===== config.mk =====
export PLATFORM = sky130hd
export DESIGN_NAME = bnn_xnor_accum
export DESIGN_NICKNAME = d
export VERILOG_FILES = /design/src/rtl/bnn_xnor_accum.sv
export SDC_FILE = /design/constraint.sdc
export NUM_CORES = 1
export LEC_CHECK = 0
export BUFFER_PORTS_ARGS = -buffer_cell sky130_fd_sc_hd__buf_2
export CORE_MARGIN = 2
export CORE_UTILIZATION = 40
export DETAILED_ROUTE_END_ITERATION = 10
export PLACE_DENSITY_LB_ADDON = 0.15
export SETUP_SLACK_MARGIN = 0.1
export SYNTH_ARGS = -nofsm -noshare
export SYNTH_HDL_FRONTEND = slang
export SYNTH_SLANG_ARGS = --single-unit

===== constraint.sdc =====
create_clock -name clk -period 10.25 [get_ports clk]
set_input_delay 2.05 -clock clk [delete_from_list [all_inputs] [get_ports clk]]
set_output_delay 2.05 -clock clk [all_outputs]
set_load 0.005 [all_outputs]

===== src/rtl/bnn_xnor_accum.sv =====
// Binary neuron stage: XNOR-popcount over CHUNKS 8-bit beats, one result per neuron.
// Result one cycle after the final beat; input stalls while a result is pending.
module bnn_xnor_accum #(
  parameter int CHUNKS = 4,
  localparam int ACC_W = $clog2(8*CHUNKS+1)
) (
  input  logic             clk,
  input  logic             rst,
  input  logic             in_valid,
  output logic             in_ready,
  input  logic [7:0]       in_act,
  input  logic [7:0]       in_wgt,
  input  logic [ACC_W-1:0] in_thresh,
  output logic             out_valid,
  input  logic             out_ready,
  output logic [ACC_W-1:0] out_sum,
  output logic [ACC_W:0]   out_dot,
  output logic             out_bit
);

  localparam int CW = $clog2(CHUNKS+1);
  localparam logic [1:0] IDLE  = 2'd0;
  localparam logic [1:0] ACCUM = 2'd1;
  localparam logic [1:0] DONE  = 2'd2;
  localparam logic [ACC_W:0] FANIN = (ACC_W+1)'(8*CHUNKS);
  localparam logic [CW-1:0]  LAST  = CW'(CHUNKS-1);

  logic [1:0]       state;
  logic [CW-1:0]    cnt;
  logic [ACC_W-1:0] acc;
  logic [ACC_W-1:0] thr;

  logic             accept;
  logic             last_beat;
  logic [3:0]       pc;
  logic [ACC_W-1:0] acc_next;
  logic [ACC_W-1:0] thr_eff;

  function automatic logic [3:0] popcount8(input logic [7:0] v);
    logic [3:0] n;
    n = '0;
    for (int i = 0; i < 8; i++) n = n + {3'b0, v[i]};
    return n;
  endfunction

  assign in_ready  = !rst && (state == IDLE || state == ACCUM);
  assign out_valid = (state == DONE);
  assign accept    = in_valid && in_ready;
  assign pc        = popcount8(~(in_act ^ in_wgt));

  // The first beat of a neuron starts from zero and uses the live threshold,
  // so a single-beat neuron still resolves its result in one cycle.
  always_comb begin
    acc_next  = ((state == IDLE) ? '0 : acc) + ACC_W'(pc);
    thr_eff   = (state == IDLE) ? in_thresh : thr;
    last_beat = (state == IDLE) ? (CHUNKS == 1) : (cnt == LAST);
  end

  always_ff @(posedge clk or posedge rst) begin
    if (rst) begin
      state   <= IDLE;
      cnt     <= '0;
      acc     <= '0;
      thr     <= '0;
      out_sum <= '0;
      out_dot <= '0;
      out_bit <= 1'b0;
    end else begin
      case (state)
        IDLE, ACCUM: begin
          if (accept) begin
            acc <= acc_next;
            thr <= thr_eff;
            cnt <= (state == IDLE) ? CW'(1) : cnt + 1'b1;
            if (last_beat) begin
              state   <= DONE;
              out_sum <= acc_next;
              out_dot <= {acc_next, 1'b0} - FANIN;
              out_bit <= (acc_next >= thr_eff);
            end else begin
              state <= ACCUM;
            end
          end
        end
        DONE: begin
          if (out_ready) state <= IDLE;
        end
        default: state <= IDLE;
      endcase
    end
  end

endmodule


==> reports/results.tsv, run 1 <==
metric	value	unit
ys flop type	dfrtp_1	
CTS root buf	clkbuf_8	
first-pass GRT wire length	5.31	mm
number of buffer cells added on primary ports	40	
Clock Skews	0.00457	ns
Met2 Wirelength	1.61	mm
CTS tree	yes	
DP HPWL	2.52	mm
DR vias	1235	
Slew @ Worst Pin	1.01	ns
H-tree Lvls	1	
total CTS buffers	3	
Die W	68.3	µm
clock sink count	26	
Max VDD drop	0.169	mV
Pwr per Cell Area	332	nW/µm²
post-route ant nets	0	
Seq cells post-synth	26	
die area	4670	µm²
clk buf depth	2	
row count	23	
period utilization	0.564	
critical-path cell list	buf_2, xor2_1, fa_1, fa_1, inv_1, fa_1, fa_1, fa_1, nand3_1, nand2_1, xor2_2, inv_1, ha_1, a21oi_1, nor2_1, a21oi_1, o31ai_1	
Final Max Tran Viols	0	
post-synthesis instance area	1660	µm²
Comb pwr share	0.635	
CTS Hold Buffers Added	0	
crit path kind	primary input to register	
cell accounting for the most synthesized area	dfrtp_1	
RSZ-0062 raised after global routing	false	
M1 wire length	1.40	mm
initial antenna violation count	0	
CP max stage cell	fa_1	
status	complete, no violations	
Placer Congestion	0.778	
share of layout cells above drive strength 1	0.254	
detailed router's first-iteration violation count	44	
Core Area	4000	µm²
I/O pins	42	
Pre-antenna DRT Iters	4	
Max-Cap Viols	0	
Worst-path clk slew	0.08	ns
setup_tns	0	ns
largest net degree at the start of global routing	27	
Async SR Flop Fraction	1.00	
CP Launch Type	primary input	
sequential share of the synthesized area	0.393	
WP data arrival	5.92	ns
DRT Wirelength	3.20	mm
setup bufs post-CTS	0	
Met3 Routed Length	132	µm
most area-consuming cells after synthesis	dfrtp_1 (39%), ha_1 (11%), fa_1 (6.0%), nand2_1 (5.9%), a21oi_1 (3.9%)	
EDFF count, synth	0	
# nets final	252	
max_slew headroom	0.323	
vias per inst	4.84	
Critical Path Max Stage Delay	0.55	ns
Cell Int Power	0.354	mW
Syn Area/Cell	9.68	µm²
GRT Overall Usage	0.156	
CP required	10.39	ns
Syn. warnings	0	
Hold WC Path Type	register to register	
n_diodes	0	
CP most frequent cell	fa_1	
Finished Cell Area	1900	µm²
leak pwr	0.991	nW
Area growth, synth to finish	14.7	%
mean routed wirelength per cell	12.5	µm
Initial Utilization	0.414	
max layer used	met4	
final hold violation count	0	
Final min period	5.78	ns
Mapped Nets	216	
Max Freq	173	MHz
CP Capture Type	register	
grt total ovfl	0	
Setup violations, final	0	
PostCTS Resize Cnt	0	
critical-path maximum fanout	4	
Reg power frac	0.275	
clk_lat worst skew	0.27	ns
Unique masters post-synth	33	
clock power share	0.090	
vias in the first global route	1221	
Switching Share	0.440	
Post-DP Area	1860	µm²
Die Ht	68.3	µm
Sw Pwr	0.277	mW
Synth Instances	171	
Synth top area share	0.393	
fill count	394	
DRC errors left	0	
## placed cells by master, fill, tap and decap left out, types with 2 or more instances in the layout
cell	n
clkbuf_8	3
o31ai_1	2
o21ai_1	4
and2_1	5
nand2_1	26
nor2_1	10
mux2i_1	5
nand3_1	3
inv_1	14
dfrtp_1	26
xnor2_1	7
a21o_1	3
xor2_1	4
buf_2	40
a21oi_1	13
o21ai_0	8
fa_1	5
ha_1	14
## worst max-delay path, delay by kind of cell
family,cells,cell delay [ns]
and+or+nand+nor,3,0.23
buffers and inverters,3,0.23
adders and majority gates,6,2.63
AOI/OAI and AO/OA,3,0.33
xor gates and xnor gates,2,0.45
## kinds of logic (layout without fill, tap and decap cells)
logic type / after synthesis / count (layout) / share of synthesized area
flip-flops: 26 / 26 / 0.393
adder cells (fa/ha/maj): 19 / 19 / 0.166
buffers and inverters: 24 / 58 / 0.0710
multiplexers: 7 / 7 / 0.0506
AND/OR/NAND/NOR: 50 / 50 / 0.138
XOR/XNOR: 12 / 12 / 0.0680
AO/OA/AOI/OAI: 32 / 32 / 0.110
other: 1 / 1 / 0.00227
## synthesized netlist by cell type (2+ instances only)
cell,instances
fa_1,5
nand2_1,26
buf_4,5
a21o_1,3
a21oi_1,13
xor2_1,4
dfrtp_1,26
xnor2_1,7
o21ai_0,8
clkbuf_1,2
nor2_1,10
inv_1,14
nand3_1,3
o31ai_1,2
mux2i_1,5
and2_1,5
ha_1,14
o21ai_1,4
## power groups by stage
| stage | clock network [mW] | logic, mW | registers (mW) |
|---|---|---|---|
| floorplan | 0 | 0.312 | 0.172 |
| global placement | 0 | 0.393 | 0.172 |
| detailed placement | 0 | 0.406 | 0.176 |
| CTS | 0.0592 | 0.412 | 0.173 |
| global route | 0.0636 | 0.464 | 0.179 |
| finish | 0.0569 | 0.401 | 0.173 |
## registers in the layout, indices dropped and copies added (netlist names)
signal,flops
out_dot,2
state,2
acc,6
out_sum,6
thr,6
out_bit,1
cnt,3
## metrics by stage
step                cells  hold slack (ns)   util  total power, mW  setup slack (ns)
detailed placement    252            0.467  0.464            0.582              4.14
finish                255            0.483  0.475            0.631              4.47
global route          255            0.515  0.475            0.707              4.19
CTS                   255            0.488  0.475            0.645              4.45
global placement      252            0.453  0.464            0.565              4.23
floorplan             171            0.438      -            0.484              4.55
## routing by layer
| layer | vias to the layer above | GRT usage |
|---|---|---|
| li1 | 624 | - |
| met1 | 580 | 0.183 |
| met2 | 26 | 0.279 |
| met3 | 5 | 0.0230 |
| met4 | 0 | 0.0675 |
| met5 | - | 0 |
## final timing paths
kind	start	endpoint	slack [ns]	depth (start not counted)
max	in_wgt[1]	out_bit$_DFFE_PP0P_	4.47	17
max reg2reg	state[1]$_DFFE_PP0P_	out_bit$_DFFE_PP0P_	6.18	16
min	out_sum[4]$_DFFE_PP0P_	out_sum[4]$_DFFE_PP0P_	0.48	1
min in group asynchronous	rst	thr[3]$_DFFE_PP0P_	2.04	2
max in group asynchronous	rst	thr[4]$_DFFE_PP0P_	7.60	2
min reg2reg	out_sum[4]$_DFFE_PP0P_	out_sum[4]$_DFFE_PP0P_	0.48	1
## final cells by class
type | instances | area, µm² | share of cell area
clock buffers | 3 | 41.3 | 0.0218
inverters | 15 | 56.3 | 0.0297
multi-input cells | 121 | 887 | 0.467
flip-flops and latches | 26 | 651 | 0.343
well taps | 50 | 62.6 | 0.0330
repair buffers | 40 | 200 | 0.105
Power figures use the tool's default switching activity.
==> inputs of run 2 (changes only) <==
==> constraint.sdc (replaced) <==
create_clock -name clk -period 5.2 [get_ports clk]
set_input_delay 1.04 -clock clk [delete_from_list [all_inputs] [get_ports clk]]
set_output_delay 1.04 -clock clk [all_outputs]
set_load 0.005 [all_outputs]
==> run 2 against run 1 <==
Routed wire length rose by 0.31%. Sequential power rose by 97%. Combinational power rose by 100%. Die area did not move. Largest power group unchanged. Clock-buffer cell count rose by 1. Clock skew fell by 0.0027 ns. Critical endpoint unchanged. Setup slack got worse by 4.0 ns. Clock power rose by 130%. Largest cell class unchanged. Hold slack got worse by 0.0089 ns.
==> reports/results.tsv, run 2 (synthesized netlist as in run 1, its figures left out) <==
metric	value	unit
Largest regs	acc (6), out_sum (6), thr (6)	
number of buffer cells added on primary ports	40	
Die W	68.3	µm
DRC errors left	0	
largest net degree at the start of global routing	27	
Max Freq	213	MHz
n_diodes	0	
CTS root buf	clkbuf_8	
post-route ant nets	0	
Hold WC Path Type	register to register	
# nets final	253	
initial antenna violation count	0	
detailed router's first-iteration violation count	31	
DP HPWL	2.58	mm
DRT Wirelength	3.21	mm
leak pwr	1.00	nW
grt total ovfl	0	
CP Capture Type	register	
Core Util, Final	0.480	
crit path kind	primary input to register	
CTS Hold Buffers Added	0	
Max-Cap Viols	0	
clk buf depth	2	
fin worst setup slack	0.504	ns
Placer Congestion	0.779	
WP data arrival	4.84	ns
CP required	5.35	ns
Clock Skews	0.00187	ns
vias per inst	4.77	
RSZ-0062 raised after global routing	false	
PostCTS Resize Cnt	0	
Max VDD drop	0.285	mV
Final min period	4.70	ns
Critical Path Max Stage Delay	0.55	ns
Worst setup startpoint	in_wgt[0]	
row count	23	
Pre-antenna DRT Iters	4	
status	complete, no violations	
Final Max Tran Viols	0	
Total Power	1.28	mW
CP max stage cell	fa_1	
critical-path cell list	buf_2, xor2_1, fa_1, fa_1, inv_1, fa_1, fa_1, fa_1, nand3_1, nand2_1, xor2_2, inv_1, ha_1, a21oi_1, nor2_1, a21oi_1, o31ai_1	
final hold violation count	0	
die area	4670	µm²
Initial Utilization	0.414	
Post-DP Area	1860	µm²
max_slew headroom	0.338	
fill count	392	
clk_lat worst skew	0.27	ns
setup bufs post-CTS	0	
Worst-path clk slew	0.09	ns
Slew @ Worst Pin	0.992	ns
Pwr per Cell Area	666	nW/µm²
commonest non-fill, non-tap cell in the layout	buf_2	
mean routed wirelength per cell	12.5	µm
total CTS buffers	3	
setup_tns	0	ns
DP Worst Slack	0.188	ns
reg2reg setup slack	1.18	ns
critical-path maximum fanout	4	
DR vias	1226	
hold slack	0.474	ns
I/O pins	42	
GRT Overall Usage	0.151	
CP Launch Type	primary input	
Die Ht	68.3	µm
Setup violations, final	0	
period utilization	0.903	
placed instance count	253	
H-tree Lvls	1	
share of layout cells above drive strength 1	0.261	
clock sink count	26	
CP most frequent cell	fa_1	
vias in the first global route	1150	
most frequent cells in the layout	buf_2 (40), nand2_1 (26), dfrtp_1 (26), inv_1 (14), ha_1 (14)	
Finished Cell Area	1920	µm²
worst hold start	acc[1]$_DFFE_PP0P_	
Core Area	4000	µm²
final std cells w/o fill	257	
CTS tree	yes	
Area growth, synth to finish	15.9	%
Crit Reg-Reg Startpoint	state[1]$_DFFE_PP0P_	
first-pass GRT wire length	5.16	mm
## run 2: routing by layer
| layer | global-route usage | vias to the layer above | share of wire |
|---|---|---|---|
| li1 | - | 627 | - |
| met4 | 0.0625 | 0 | 0.0072 |
| met3 | 0.0181 | 2 | 0.044 |
| met1 | 0.188 | 572 | 0.44 |
| met5 | 0 | - | 0 |
| met2 | 0.262 | 25 | 0.51 |
## run 2: area by class of cell
cell class | instances | area [µm²] | area share
multi-input combinational | 121 | 887 | 0.462
sequential | 26 | 651 | 0.339
clock buffer | 4 | 55.1 | 0.0287
inverter | 15 | 56.3 | 0.0293
tap | 50 | 62.6 | 0.0326
timing repair buffer | 41 | 208 | 0.108
## run 2: worst paths after layout
check                           depth (start not counted)                      to
worst max-delay path                                   17     out_bit$_DFFE_PP0P_
worst min-delay path                                    2      acc[1]$_DFFE_PP0P_
worst max register to register                         16     out_bit$_DFFE_PP0P_
worst min register to register                          2      acc[1]$_DFFE_PP0P_
max in group asynchronous                               2  out_sum[1]$_DFFE_PP0P_
min in group asynchronous                               2      thr[0]$_DFFE_PP0P_
## run 2: power by group
group	total, mW	switching (mW)	internal (mW)
Sequential	0.340	0.0508	0.289
Clock	0.130	0.0625	0.0677
Combinational	0.807	0.432	0.376
## run 2: worst max-delay path: cells and delay by family
family                   cells  cell delay (ns)
adder cells (fa/ha/maj)      6             2.62
AO/OA/AOI/OAI                3             0.33
XOR/XNOR                     2             0.39
buffers and inverters        3             0.23
AND/OR/NAND/NOR              3             0.23
==> inputs of run 3 (changes only) <==
--- a/config.mk
+++ b/config.mk
@@ -6,10 +6,11 @@
 export NUM_CORES = 1
 export LEC_CHECK = 0
 export BUFFER_PORTS_ARGS = -buffer_cell sky130_fd_sc_hd__buf_2
-export CORE_MARGIN = 2
+export CORE_MARGIN = 4
 export CORE_UTILIZATION = 40
 export DETAILED_ROUTE_END_ITERATION = 10
 export PLACE_DENSITY_LB_ADDON = 0.15
+export RECOVER_POWER = 25
 export SETUP_SLACK_MARGIN = 0.1
 export SYNTH_ARGS = -nofsm -noshare
 export SYNTH_HDL_FRONTEND = slang
==> run 3 against run 2 <==
Sequential cell count unchanged. Largest cell class unchanged. Sequential share of layout area about the same. Critical endpoint unchanged. Setup slack worse by 0.028 ns.
==> reports/results.tsv, run 3 (synthesized netlist as in run 1, its figures left out) <==
metric	value	unit
detailed router's first-iteration violation count	23	
vias per inst	4.75	
vias in the first global route	1241	
WP data arrival	4.88	ns
crit path kind	primary input to register	
fill count	396	
CTS Hold Buffers Added	0	
Cell Int Power	0.734	mW
share of layout cells above drive strength 1	0.256	
Initial Utilization	0.414	
Switching Share	0.424	
Max VDD drop	0.268	mV
period utilization	0.909	
CP Launch Type	primary input	
Max Freq	212	MHz
leak pwr	1.00	nW
Met2 Wirelength	1.63	mm
DRC errors left	0	
grt total ovfl	0	
Pwr per Cell Area	664	nW/µm²
status	complete, no violations	
clk_lat worst skew	0.27	ns
first-pass GRT wire length	5.63	mm
CTS root buf	clkbuf_8	
WP buf/inv	3	
DR vias	1220	
Post-DP Area	1860	µm²
CP most frequent cell	fa_1	
clk buf depth	2	
Critical Path Max Stage Delay	0.56	ns
Final min period	4.72	ns
mean routed wirelength per cell	12.7	µm
critical-path maximum fanout	4	
post-route ant nets	0	
Die Ht	72.3	µm
Reg power frac	0.266	
Finished Cell Area	1920	µm²
CTS tree	yes	
setup_tns	0	ns
hold slack	0.477	ns
Hold WC Path Type	register to register	
critical-path cell list	buf_2, xor2_1, fa_1, fa_1, inv_1, fa_1, fa_1, fa_1, nand3_1, nand2_1, xor2_2, inv_1, ha_1, a21oi_1, nor2_1, a21oi_1, o31ai_1	
# nets final	253	
Placer Congestion	0.759	
Pre-antenna DRT Iters	4	
most frequent cells in the layout	buf_2 (39), nand2_1 (26), dfrtp_1 (26), inv_1 (14), ha_1 (14)	
Setup violations, final	0	
largest net degree at the start of global routing	27	
Met3 Routed Length	206	µm
CP required	5.35	ns
Crit path max-delay family	adder cells	
Max-Cap Viols	0	
Reg area	651	µm²
PostCTS Resize Cnt	0	
Core Area	4000	µm²
Area growth, synth to finish	15.9	%
commonest non-fill, non-tap cell in the layout	buf_2	
Die W	72.3	µm
total CTS buffers	3	
M1 wire length	1.38	mm
max layer used	met4	
CP Capture Type	register	
max_slew headroom	0.323	
clock power share	0.103	
setup bufs post-CTS	0	
number of buffer cells added on primary ports	40	
Comb pwr share	0.631	
die area	5230	µm²
H-tree Lvls	1	
Clock Skews	0.00718	ns
Sw Pwr	0.540	mW
DP HPWL	2.64	mm
RSZ-0062 raised after global routing	false	
GRT Overall Usage	0.138	
n_diodes	0	
Final Max Tran Viols	0	
final hold violation count	0	
Largest regs	acc (6), out_sum (6), thr (6)	
DRT Wirelength	3.26	mm
I/O pins	42	
CP max stage cell	fa_1	
row count	23	
footprint of the multi-input gates	887	µm²
initial antenna violation count	0	
Worst-path clk slew	0.09	ns
clock sink count	26	
Slew @ Worst Pin	1.01	ns
-- run 3: changes by cell type in the layout (fill, tap and decap cells not counted), sizes merged --
cell	delta
buf	-1
clkbuf	+1
-- run 3: final timing paths --
check                           slack, ns                   start                      to  depth (start not counted)
worst max-delay path                 0.48               in_wgt[1]     out_bit$_DFFE_PP0P_                         17
worst min-delay path                 0.48  out_sum[4]$_DFFE_PP0P_  out_sum[4]$_DFFE_PP0P_                          1
worst max register to register       1.14    state[1]$_DFFE_PP0P_     out_bit$_DFFE_PP0P_                         16
worst min register to register       0.48  out_sum[4]$_DFFE_PP0P_  out_sum[4]$_DFFE_PP0P_                          1
max in group asynchronous            3.57                     rst  out_sum[0]$_DFFE_PP0P_                          2
min in group asynchronous            1.01                     rst    state[1]$_DFFE_PP0P_                          2
-- run 3: worst reg2reg max path, stage by stage (launching register included) --
cell and delay [ns]:
dfrtp_1 0.45, or2_1 0.32, nand2_1 0.14, fa_1 0.53, inv_1 0.06, fa_1 0.50, fa_1 0.48, fa_1 0.41
nand3_1 0.10, nand2_1 0.09, xor2_2 0.22, inv_1 0.07, ha_1 0.17, a21oi_1 0.12, nor2_1 0.05, a21oi_1 0.15
o31ai_1 0.09
-- run 3: metal layers --
metal / track usage / vias up
li1: - / 624
met1: 0.169 / 554
met2: 0.242 / 37
met3: 0.0235 / 5
met4: 0.0480 / 0
met5: 0 / -
-- run 3: through the flow --
stage / util / total power, mW / setup WS (ns) / instances
floorplan: - / 0.955 / 0.509 / 171
CTS: 0.480 / 1.30 / 0.427 / 257
finish: 0.480 / 1.27 / 0.475 / 257
global route: 0.480 / 1.44 / 0.136 / 257
global placement: 0.466 / 1.14 / 0.235 / 253
detailed placement: 0.466 / 1.17 / 0.141 / 253
-- run 3: layout make-up --
| cell class | instances | area share |
|---|---|---|
| repair buffers | 41 | 0.108 |
| multi-input cells | 121 | 0.462 |
| flip-flops and latches | 26 | 0.339 |
| inverters | 15 | 0.0294 |
| well taps | 50 | 0.0326 |
| clock buffers | 4 | 0.0287 |
-- run 3: power groups by stage --
| stage | Combinational [mW] | Sequential, mW | Clock, mW |
|---|---|---|---|
| CTS | 0.829 | 0.341 | 0.134 |
| global route | 0.947 | 0.352 | 0.144 |
| global placement | 0.802 | 0.340 | 0 |
| finish | 0.803 | 0.339 | 0.131 |
| detailed placement | 0.826 | 0.345 | 0 |
| floorplan | 0.616 | 0.339 | 0 |
